--- src/rtl/output_port_rr_arbiter.sv ---
// Router output-port arbiter: per-input packet FIFOs feeding one registered output
// through a round-robin grant that resumes just past the last winner.
module output_port_rr_arbiter #(
    parameter int NUM_INPUTS = 5,
    parameter int DEST_WIDTH = 8,
    parameter int REQ_WIDTH  = 6,
    parameter int DATA_WIDTH = 32,
    parameter int FIFO_DEPTH = 4,
    localparam int PKT_W = DEST_WIDTH + REQ_WIDTH + 2 + DATA_WIDTH,
    localparam int SRC_W = $clog2(NUM_INPUTS),
    localparam int LVL_W = $clog2(FIFO_DEPTH) + 1
) (
    input  logic                          clk,
    input  logic                          reset,
    input  logic [NUM_INPUTS-1:0]         in_valid,
    output logic [NUM_INPUTS-1:0]         in_ready,
    input  logic [NUM_INPUTS*PKT_W-1:0]   in_packet,
    output logic                          out_valid,
    input  logic                          out_ready,
    output logic [DEST_WIDTH-1:0]         out_dest,
    output logic [REQ_WIDTH-1:0]          out_req,
    output logic                          out_read,
    output logic                          out_write,
    output logic [DATA_WIDTH-1:0]         out_data,
    output logic [SRC_W-1:0]              out_src,
    output logic [NUM_INPUTS*LVL_W-1:0]   fifo_level
);

    localparam int PTR_W = $clog2(FIFO_DEPTH);

    // Handshakes: a transfer happens on a clock edge where valid & ready are both high;
    // valid never depends on ready, and ready here comes only from registered state.

    logic [PKT_W-1:0]      mem [NUM_INPUTS][FIFO_DEPTH];
    logic [PTR_W-1:0]      wrPtr [NUM_INPUTS];
    logic [PTR_W-1:0]      rdPtr [NUM_INPUTS];
    logic [LVL_W-1:0]      count [NUM_INPUTS];
    logic [NUM_INPUTS-1:0] notEmpty;
    logic [NUM_INPUTS-1:0] push;
    logic [NUM_INPUTS-1:0] pop;
    logic [SRC_W-1:0]      rrPtr;
    logic [SRC_W-1:0]      grantIdx;
    logic [SRC_W-1:0]      rrNext;
    logic [SRC_W-1:0]      searchIdx;
    logic                  grantValid;
    logic                  loadEn;
    logic [PKT_W-1:0]      headPkt;
    logic [PKT_W-1:0]      outPkt;

    always_comb begin
        in_ready = '0;
        notEmpty = '0;
        for (int i = 0; i < NUM_INPUTS; i++) begin
            in_ready[i] = (count[i] != LVL_W'(FIFO_DEPTH));
            notEmpty[i] = (count[i] != '0);
        end
    end

    assign push   = in_valid & in_ready;
    assign loadEn = ~out_valid | out_ready;

    // Search order starts at rrPtr and wraps, so the previous winner is checked last.
    always_comb begin
        grantValid = 1'b0;
        grantIdx   = '0;
        searchIdx  = '0;
        for (int k = 0; k < NUM_INPUTS; k++) begin
            if (int'(rrPtr) + k >= NUM_INPUTS) begin
                searchIdx = SRC_W'(int'(rrPtr) + k - NUM_INPUTS);
            end else begin
                searchIdx = SRC_W'(int'(rrPtr) + k);
            end
            if (!grantValid && notEmpty[searchIdx]) begin
                grantValid = 1'b1;
                grantIdx   = searchIdx;
            end
        end
    end

    assign headPkt = mem[grantIdx][rdPtr[grantIdx]];
    assign pop     = (loadEn && grantValid) ? (NUM_INPUTS'(1) << grantIdx) : '0;
    assign rrNext  = (grantIdx == SRC_W'(NUM_INPUTS - 1)) ? '0 : grantIdx + SRC_W'(1);

    always_ff @(posedge clk or posedge reset) begin
        if (reset) begin
            for (int i = 0; i < NUM_INPUTS; i++) begin
                wrPtr[i] <= '0;
                rdPtr[i] <= '0;
                count[i] <= '0;
            end
        end else begin
            for (int i = 0; i < NUM_INPUTS; i++) begin
                if (push[i]) wrPtr[i] <= wrPtr[i] + PTR_W'(1);
                if (pop[i])  rdPtr[i] <= rdPtr[i] + PTR_W'(1);
                case ({push[i], pop[i]})
                    2'b10:   count[i] <= count[i] + LVL_W'(1);
                    2'b01:   count[i] <= count[i] - LVL_W'(1);
                    default: count[i] <= count[i];
                endcase
            end
        end
    end

    // Storage needs no reset: an entry is only read after being written.
    always_ff @(posedge clk) begin
        for (int i = 0; i < NUM_INPUTS; i++) begin
            if (push[i]) mem[i][wrPtr[i]] <= in_packet[i*PKT_W +: PKT_W];
        end
    end

    always_ff @(posedge clk or posedge reset) begin
        if (reset) begin
            out_valid <= 1'b0;
            outPkt    <= '0;
            out_src   <= '0;
            rrPtr     <= '0;
        end else if (loadEn) begin
            if (grantValid) begin
                out_valid <= 1'b1;
                outPkt    <= headPkt;
                out_src   <= grantIdx;
                rrPtr     <= rrNext;
            end else begin
                out_valid <= 1'b0;
            end
        end
    end

    assign out_data  = outPkt[DATA_WIDTH-1:0];
    assign out_write = outPkt[DATA_WIDTH];
    assign out_read  = outPkt[DATA_WIDTH+1];
    assign out_req   = outPkt[DATA_WIDTH+2 +: REQ_WIDTH];
    assign out_dest  = outPkt[DATA_WIDTH+2+REQ_WIDTH +: DEST_WIDTH];

    always_comb begin
        fifo_level = '0;
        for (int i = 0; i < NUM_INPUTS; i++) begin
            fifo_level[i*LVL_W +: LVL_W] = count[i];
        end
    end

endmodule
--- config.mk ---
export PLATFORM = sky130hd
export DESIGN_NAME = output_port_rr_arbiter
export DESIGN_NICKNAME = d
export VERILOG_FILES = /design/src/rtl/output_port_rr_arbiter.sv
export SDC_FILE = /design/constraint.sdc
export NUM_CORES = 1
export LEC_CHECK = 0
export CORE_MARGIN = 2
export CORE_UTILIZATION = 40
export DETAILED_ROUTE_END_ITERATION = 8
export PLACE_DENSITY_LB_ADDON = 0.15
export SLEW_MARGIN = 20
export SYNTH_ARGS = -nofsm -noshare
export SYNTH_HDL_FRONTEND = slang
export SYNTH_SLANG_ARGS = --single-unit
--- constraint.sdc ---
create_clock -name clk -period 5.4 [get_ports clk]
set_clock_uncertainty 0.1 [all_clocks]
set_input_delay 1.35 -clock clk [delete_from_list [all_inputs] [get_ports clk]]
set_output_delay 1.35 -clock clk [all_outputs]
set_load 0.03 [all_outputs]
=== Word level (Yosys, flattened, before mapping) ===
Memory sizes are Yosys's and may differ from the RTL's.
Cells that the tools add are included.

* Register bits after elaboration: 90
* RAM bits: 960
* Input port bits: 248
* Output and inout bits: 72
* Word-level logic and storage cells: 183
* Memories kept: 1

{| class="wikitable"
|+ Memories
! name !! depth !! bits a word !! rd ports !! clocked after memory_dff !! write ports !! line !! text
|-
| mem || 5 || 192 || 1 || 0 || 5 || 34 || <nowiki>logic [PKT_W-1:0] mem [NUM_INPUTS][FIFO_DEPTH];</nowiki>
|}

* $add $sub $neg: 30
* Magnitude comparators: 22
* Eq/ne operators: 16
* Shift operators: 1
* Mux-type cells: 59
* Bitwise logic cells: 10
* Reduce and logical (&&, ||, !) cells: 25

{| class="wikitable"
|+ Operator list
! operator !! count
|-
| $mux 192 || 5
|-
| $demux 48 s2 || 5
|-
| $mux 48 || 7
|-
| $bmux 48 s2 || 1
|-
| $mux 3 || 11
|-
| $pmux 3 s2 || 5
|-
| $ge 3x3->1 const B || 7
|-
| $add 2x1->2 const B || 10
|-
| $lt 3x4->1 const B || 5
|-
| $add 3x1->3 const B || 6
|-
| $not 2->3 || 6
|-
| $ge 4x3->1 const B || 4
|-
| $mux 1 || 16
|-
| $bmux 1 s3 || 5
|-
| $lt 3x1->1 const B || 5
|-
| $ne 3x3->1 const B || 5
|-
| $reduce_bool 3->1 || 5
|-
| $sub 3x1->3 const B || 5
|-
| $sub 3x3->3 const B || 5
|-
| $eq 2x1->1 const B || 5
|-
| $eq 2x2->1 const B || 5
|-
| $logic_and 1x1->1 || 10
|-
| $reduce_bool 2->1 || 5
|-
| $add 3x2->4 const B || 2
|-
| other kinds (14) || 18
|}

=== Longest topological paths before layout ===
* Word-level depth: 25
* Gate-level depth with buffers: 24
* Mapped depth without buffers: 20

=== Worst setup path after synthesis ===
No wires, ideal clock.

* Path kind: register to register
* Start point: register rrPtr[0]
* End point: register count, in the netlist fifo_level[11]
* Library setup time: 0.081 ns
* Data arrival time: 5.298 ns
* Data required time: 5.219 ns
* Path slack: -0.078 ns
* Cell stages (with the launch flop): 23
* Buffers on the path: 3
* Period minus slack after synthesis: 5.478 ns
* Cell sequence: dfrtp_1 > inv_2 > ha_1 > inv_1 > fa_1 > or3_1 > and2_4 > a2111oi_4 > nor4b_2 > and2_1 > a221o_2 > inv_2 > clkbuf_1 > clkbuf_1 > clkbuf_1 > ha_1 > and3_1 > ha_1 > inv_1 > fa_1 > xor2_1 > nor2_1 > xor2_1

* Longest elaborated chain between the ends: 21
* Elaborated cells on any way between the ends: 54
* Classes of those cells: add/sub: 9; order compare: 5; eq/ne: 2; shift: 1; mux: 27; reduce/logical: 10

{| class="wikitable"
|+ RTL lines
! item !! line !! text
|-
| from (decl) || 41 || <nowiki>logic [SRC_W-1:0] rrPtr;</nowiki>
|-
| from (signal assigned) || 122 || <nowiki>rrPtr <= rrNext;</nowiki>
|-
| parallel branches: the longest is 18 deep, another holds $add 3x1->4 || - ||
|-
| $mux 5 (*) || 81 || <nowiki>assign pop = (loadEn && grantValid) ? (NUM_INPUTS'(1) << grantIdx) : '0;</nowiki>
|-
| named net pop[3] || 40 || <nowiki>logic [NUM_INPUTS-1:0] pop;</nowiki>
|-
| $eq 2x1->1 / $eq 2x2->1 (equally long branches) || 95 || <nowiki>case ({push[i], pop[i]})</nowiki>
|-
| $pmux 3 s2 / $reduce_bool 2->1 (equally long branches) || - ||
|-
| to (signal, indexed assignment) || 96 || <nowiki>2'b10: count[i] <= count[i] + LVL_W'(1);</nowiki>
|-
| to (signal, indexed assignment) || 97 || <nowiki>2'b01: count[i] <= count[i] - LVL_W'(1);</nowiki>
|-
| to (signal, indexed assignment) || 98 || <nowiki>default: count[i] <= count[i];</nowiki>
|-
| to (decl) || 37 || <nowiki>logic [LVL_W-1:0] count [NUM_INPUTS];</nowiki>
|}

Mark *: on every way through the listed nets, which the timed path passes. The select of a mux whose other input is x is not followed.
A chain may end at the register's enable or synchronous reset.

=== Worst setup path after layout ===
* Start point: register rrPtr[1]
* End point: register outPkt[47]

* Longest elaborated chain between the ends: 25
* Elaborated cells on any way between the ends: 57
* Classes of those cells: add/sub: 9; order compare: 5; mux: 31; bitwise: 2; reduce/logical: 9; memory: 1

{| class="wikitable"
|+ RTL lines
! item !! line !! text
|-
| parallel branches: the longest is 25 deep, another holds $add 3x1->4 || - ||
|-
| to (signal assigned) || 120 || <nowiki>outPkt <= headPkt;</nowiki>
|-
| to (decl) || 48 || <nowiki>logic [PKT_W-1:0] outPkt;</nowiki>
|}

Parallel ways; which one is timed is not known. The select of a mux whose other input is x is not followed.

==> metrics.json <==
{
  "ys.flop_type": {"value": "sky130_fd_sc_hd__edfxtp_1"},
  "synth.largest_area_cell": {"value": "sky130_fd_sc_hd__edfxtp_1"},
  "ys_async_sr_fraction": {"value": 8.57, "unit": "%"},
  "die_w": {"value": 332, "unit": "um"},
  "vias_per_cell": {"value": 5.82},
  "number_of_standard_cell_rows_in_the_floorplan": {"value": 120},
  "avgRoutedWirePerCell": {"value": 30.5, "unit": "um"},
  "cts.sink_count": {"value": 1050},
  "final_hold_viol_count": {"value": 0},
  "rr_startpoint": {"value": "rrPtr[1]$_DFFE_PP0N_"},
  "core": {"value": 0.107, "unit": "mm2"},
  "outcome": {"value": "complete, no violations"},
  "crit_type": {"value": "flip-flop to flip-flop"},
  "ys_top_cells_by_area": {"value": "sky130_fd_sc_hd__edfxtp_1, sky130_fd_sc_hd__dfrtp_1, sky130_fd_sc_hd__mux2i_1"},
  "rsz0062_at_grt": {"value": "false"},
  "synth_seq_cells": {"value": 1050},
  "place.port_buffers": {"value": 319},
  "die_area": {"value": 0.110, "unit": "mm2"},
  "min_period_over_period": {"value": 94.5, "unit": "%"},
  "finalSetupTns": {"value": 0, "unit": "ps"},
  "fin_crit": {"value": 5100, "unit": "ps"},
  "post_synthesis_sequential_area_ratio": {"value": 72.3, "unit": "%"},
  "final_common_cell": {"value": "sky130_fd_sc_hd__edfxtp_1"},
  "place_congestion": {"value": 0.858},
  "crit_arrival": {"value": 5540, "unit": "ps"},
  "syn_area_per_cell": {"value": 15.5, "unit": "um2"},
  "clk_latency": {"value": 690, "unit": "ps"},
  "dr.first_iter.drc_count": {"value": 2877},
  "hold_path_class": {"value": "flip-flop to flip-flop"},
  "holdPathEnd": {"value": "rdPtr[1]$_DFFE_PP0P_"},
  "tightestPinTransition": {"value": 1150, "unit": "ps"},
  "first_pass_iters": {"value": 7},
  "netlist_area": {"value": 0.0430, "unit": "mm2"},
  "most-common-layout-cells": {"value": "sky130_fd_sc_hd__edfxtp_1, sky130_fd_sc_hd__clkdlybuf4s50_1, sky130_fd_sc_hd__nand2_1"},
  "die_y": {"value": 332, "unit": "um"},
  "synth.lib_cells_used.distinct": {"value": 81},
  "number_of_ports_placed_on_the_die_boundary": {"value": 320},
  "pin_count_of_the_biggest_net_entering_global_routing": {"value": 122},
  "max-cap-violations": {"value": 0},
  "tritoncts": {"value": "done"},
  "grt.overflow.total": {"value": 0},
  "required": {"value": 5840, "unit": "ps"},
  "worst_hold_startpoint": {"value": "rdPtr[1]$_DFFE_PP0P_"},
  "ctsLongestPathBuffers": {"value": 3},
  "syn-instance-count": {"value": 2772},
  "path_max_fanout": {"value": 34},
  "root_buffer": {"value": "sky130_fd_sc_hd__clkbuf_16"},
  "postRouteAntennaNets": {"value": 0},
  "endpoint_kind": {"value": "flip-flop"},
  "clkTransAtPathRegs": {"value": 70, "unit": "ps"},
  "rr_endpoint": {"value": "outPkt[47]$_DFFE_PP0N_"},
  "postRouteWirelength": {"value": 142, "unit": "mm"},
  "place.detailed.hpwl": {"value": 84.1, "unit": "mm"},
  "synthesis.nets": {"value": 3060},
  "maxSlewHeadroom": {"value": 23.6, "unit": "%"},
  "fmaxAchievable": {"value": 196, "unit": "MHz"},
  "grt_usage": {"value": 25.1, "unit": "%"},
  "fillerInstances": {"value": 9010},
  "holdPathStages": {"value": 1},
  "final_nets": {"value": 3451},
  "grt_antenna_before_repair": {"value": 16},
  "cts_buffers": {"value": 109},
  "first_global_vias": {"value": 27367},
  "final_max_slew_viol_count": {"value": 0},
  "critical_path.startpoint_type": {"value": "flip-flop"},
  "synth_top_cell_area_share": {"value": 67.1, "unit": "%"},
  "area_growth": {"value": 22.4, "unit": "%"},
  "number_of_enable_type_register_cells_in_the_synthesized_netlist": {"value": 960},
  "setup_violators_final": {"value": 0},
  "starting_density_of_the_core": {"value": 40.3, "unit": "%"},
  "drc": {"value": 0},
  "drive_above_1_share": {"value": 16.2, "unit": "%"},
  "setup.reg_to_reg.worst_slack": {"value": 300, "unit": "ps"},
  "finish.utilization": {"value": 49.3, "unit": "%"},
  "vias": {"value": 27168},
  "rr_worst_depth": {"value": 19},
  "cts_htree_levels": {"value": 3},
  "wire_length_of_the_first_global_routing_pass": {"value": 199, "unit": "mm"},
  "yosys_warnings": {"value": 0}
}
through the flow:
stage / hold WS (ps) / cell area [um2] / std cells / worst slack [ps]
2_1_floorplan: 337 / 43000 / 2772 / 12.8
3_3_place_gp: 356 / 48500 / 4440 / 132
3_5_place_dp: 362 / 48500 / 4440 / 48.6
4_1_cts: 371 / 52200 / 4645 / 10.1
5_1_grt: 383 / 52600 / 4666 / 14.0
6_report: 367 / 52600 / 4669 / 297
worst max-delay path by stage:
stage | from | to | slack (ps) | cells after the start
after floorplan | rrPtr[0]$_DFFE_PP0N_ | fifo_level[11]$_DFFE_PP0P_ | 10 | 22
final | rrPtr[1]$_DFFE_PP0N_ | outPkt[47]$_DFFE_PP0N_ | 300 | 19
after detailed placement | rrPtr[0]$_DFFE_PP0N_ | outPkt[22]$_DFFE_PP0N_ | 50 | 15
after global placement | rrPtr[0]$_DFFE_PP0N_ | outPkt[42]$_DFFE_PP0N_ | 130 | 16
after global routing | rrPtr[1]$_DFFE_PP0N_ | outPkt[13]$_DFFE_PP0N_ | 10 | 19
after CTS | rrPtr[0]$_DFFE_PP0N_ | outPkt[22]$_DFFE_PP0N_ | 10 | 15
area by class of cell:
class,count,area [um2],share of cell area [%]
well taps,1403,1760,3.34
multi-input cells,1513,11300,21.6
flip-flops and latches,1050,31100,59.1
repair buffers,446,4490,8.55
clock inverters,66,747,1.42
clock buffers,139,2980,5.66
inverters,43,174,0.331
diodes,9,22.5,0.0428
worst max-delay path: stages, from the launching register on:
cell                       delay (ps)
sky130_fd_sc_hd__dfrtp_1          420
sky130_fd_sc_hd__inv_1            150
sky130_fd_sc_hd__ha_1             280
sky130_fd_sc_hd__ha_2             430
sky130_fd_sc_hd__inv_1            140
sky130_fd_sc_hd__o31ai_2          310
sky130_fd_sc_hd__buf_4            180
sky130_fd_sc_hd__a21oi_1           50
sky130_fd_sc_hd__o211ai_1         240
sky130_fd_sc_hd__a32oi_1          140
sky130_fd_sc_hd__o211ai_1         360
sky130_fd_sc_hd__buf_4            210
sky130_fd_sc_hd__a211oi_2          80
sky130_fd_sc_hd__mux2_4           350
sky130_fd_sc_hd__nor3_4           310
sky130_fd_sc_hd__buf_8            240
sky130_fd_sc_hd__buf_16           250
sky130_fd_sc_hd__mux2_2           360
sky130_fd_sc_hd__o221ai_1         200
sky130_fd_sc_hd__o211ai_1         110
flip-flops by register name, indices dropped and copies added (netlist names):
register,cells
mem,960
outPkt,48
fifo_level,15
rdPtr,10
wrPtr,10
out_src,3
rrPtr,3
out_valid,1
cell usage after synthesis (20+ instances only):
cell,n
sky130_fd_sc_hd__a311oi_1,36
sky130_fd_sc_hd__nor2_1,64
sky130_fd_sc_hd__a21oi_1,50
sky130_fd_sc_hd__and3_1,47
sky130_fd_sc_hd__ha_1,34
sky130_fd_sc_hd__o211a_1,32
sky130_fd_sc_hd__a21o_1,22
sky130_fd_sc_hd__mux2i_1,203
sky130_fd_sc_hd__o22ai_1,103
sky130_fd_sc_hd__dfrtp_1,90
sky130_fd_sc_hd__clkbuf_1,99
sky130_fd_sc_hd__nor3b_1,38
sky130_fd_sc_hd__nand3_1,34
sky130_fd_sc_hd__o21ai_0,43
sky130_fd_sc_hd__o221ai_1,20
sky130_fd_sc_hd__mux2_2,150
sky130_fd_sc_hd__edfxtp_1,960
sky130_fd_sc_hd__inv_1,41
sky130_fd_sc_hd__buf_2,43
sky130_fd_sc_hd__o211ai_1,61
sky130_fd_sc_hd__a31oi_1,46
sky130_fd_sc_hd__nand2_1,310
cell families after synthesis:
logic type	synth area share [%]
adders and majority gates	1.27
buffers and inverters	2.09
xor gates and xnor gates	0.652
DFF	72.3
muxes	8.96
AOI/OAI and AO/OA	8.58
and+or+nand+nor	6.14
timing repair:
action / 4_1_cts / 5_1_grt
resized for setup: 0 / 39
setup endpoints to repair: 0 / 53
setup buffers: 0 / 11
hold buffers: 0 / 0
per-layer routing:
metal / track usage, % / vias to the layer above / part of all wire [%]
met5: 0 / - / 0.063
met4: 6.92 / 14 / 2.2
met3: 4.34 / 222 / 7.6
met2: 40.5 / 1232 / 47
met1: 35.0 / 14082 / 43
li1: - / 11618 / -
Power is not shown: default switching activity piles up to over one toggle a cycle in this logic, so the estimate is an artifact.
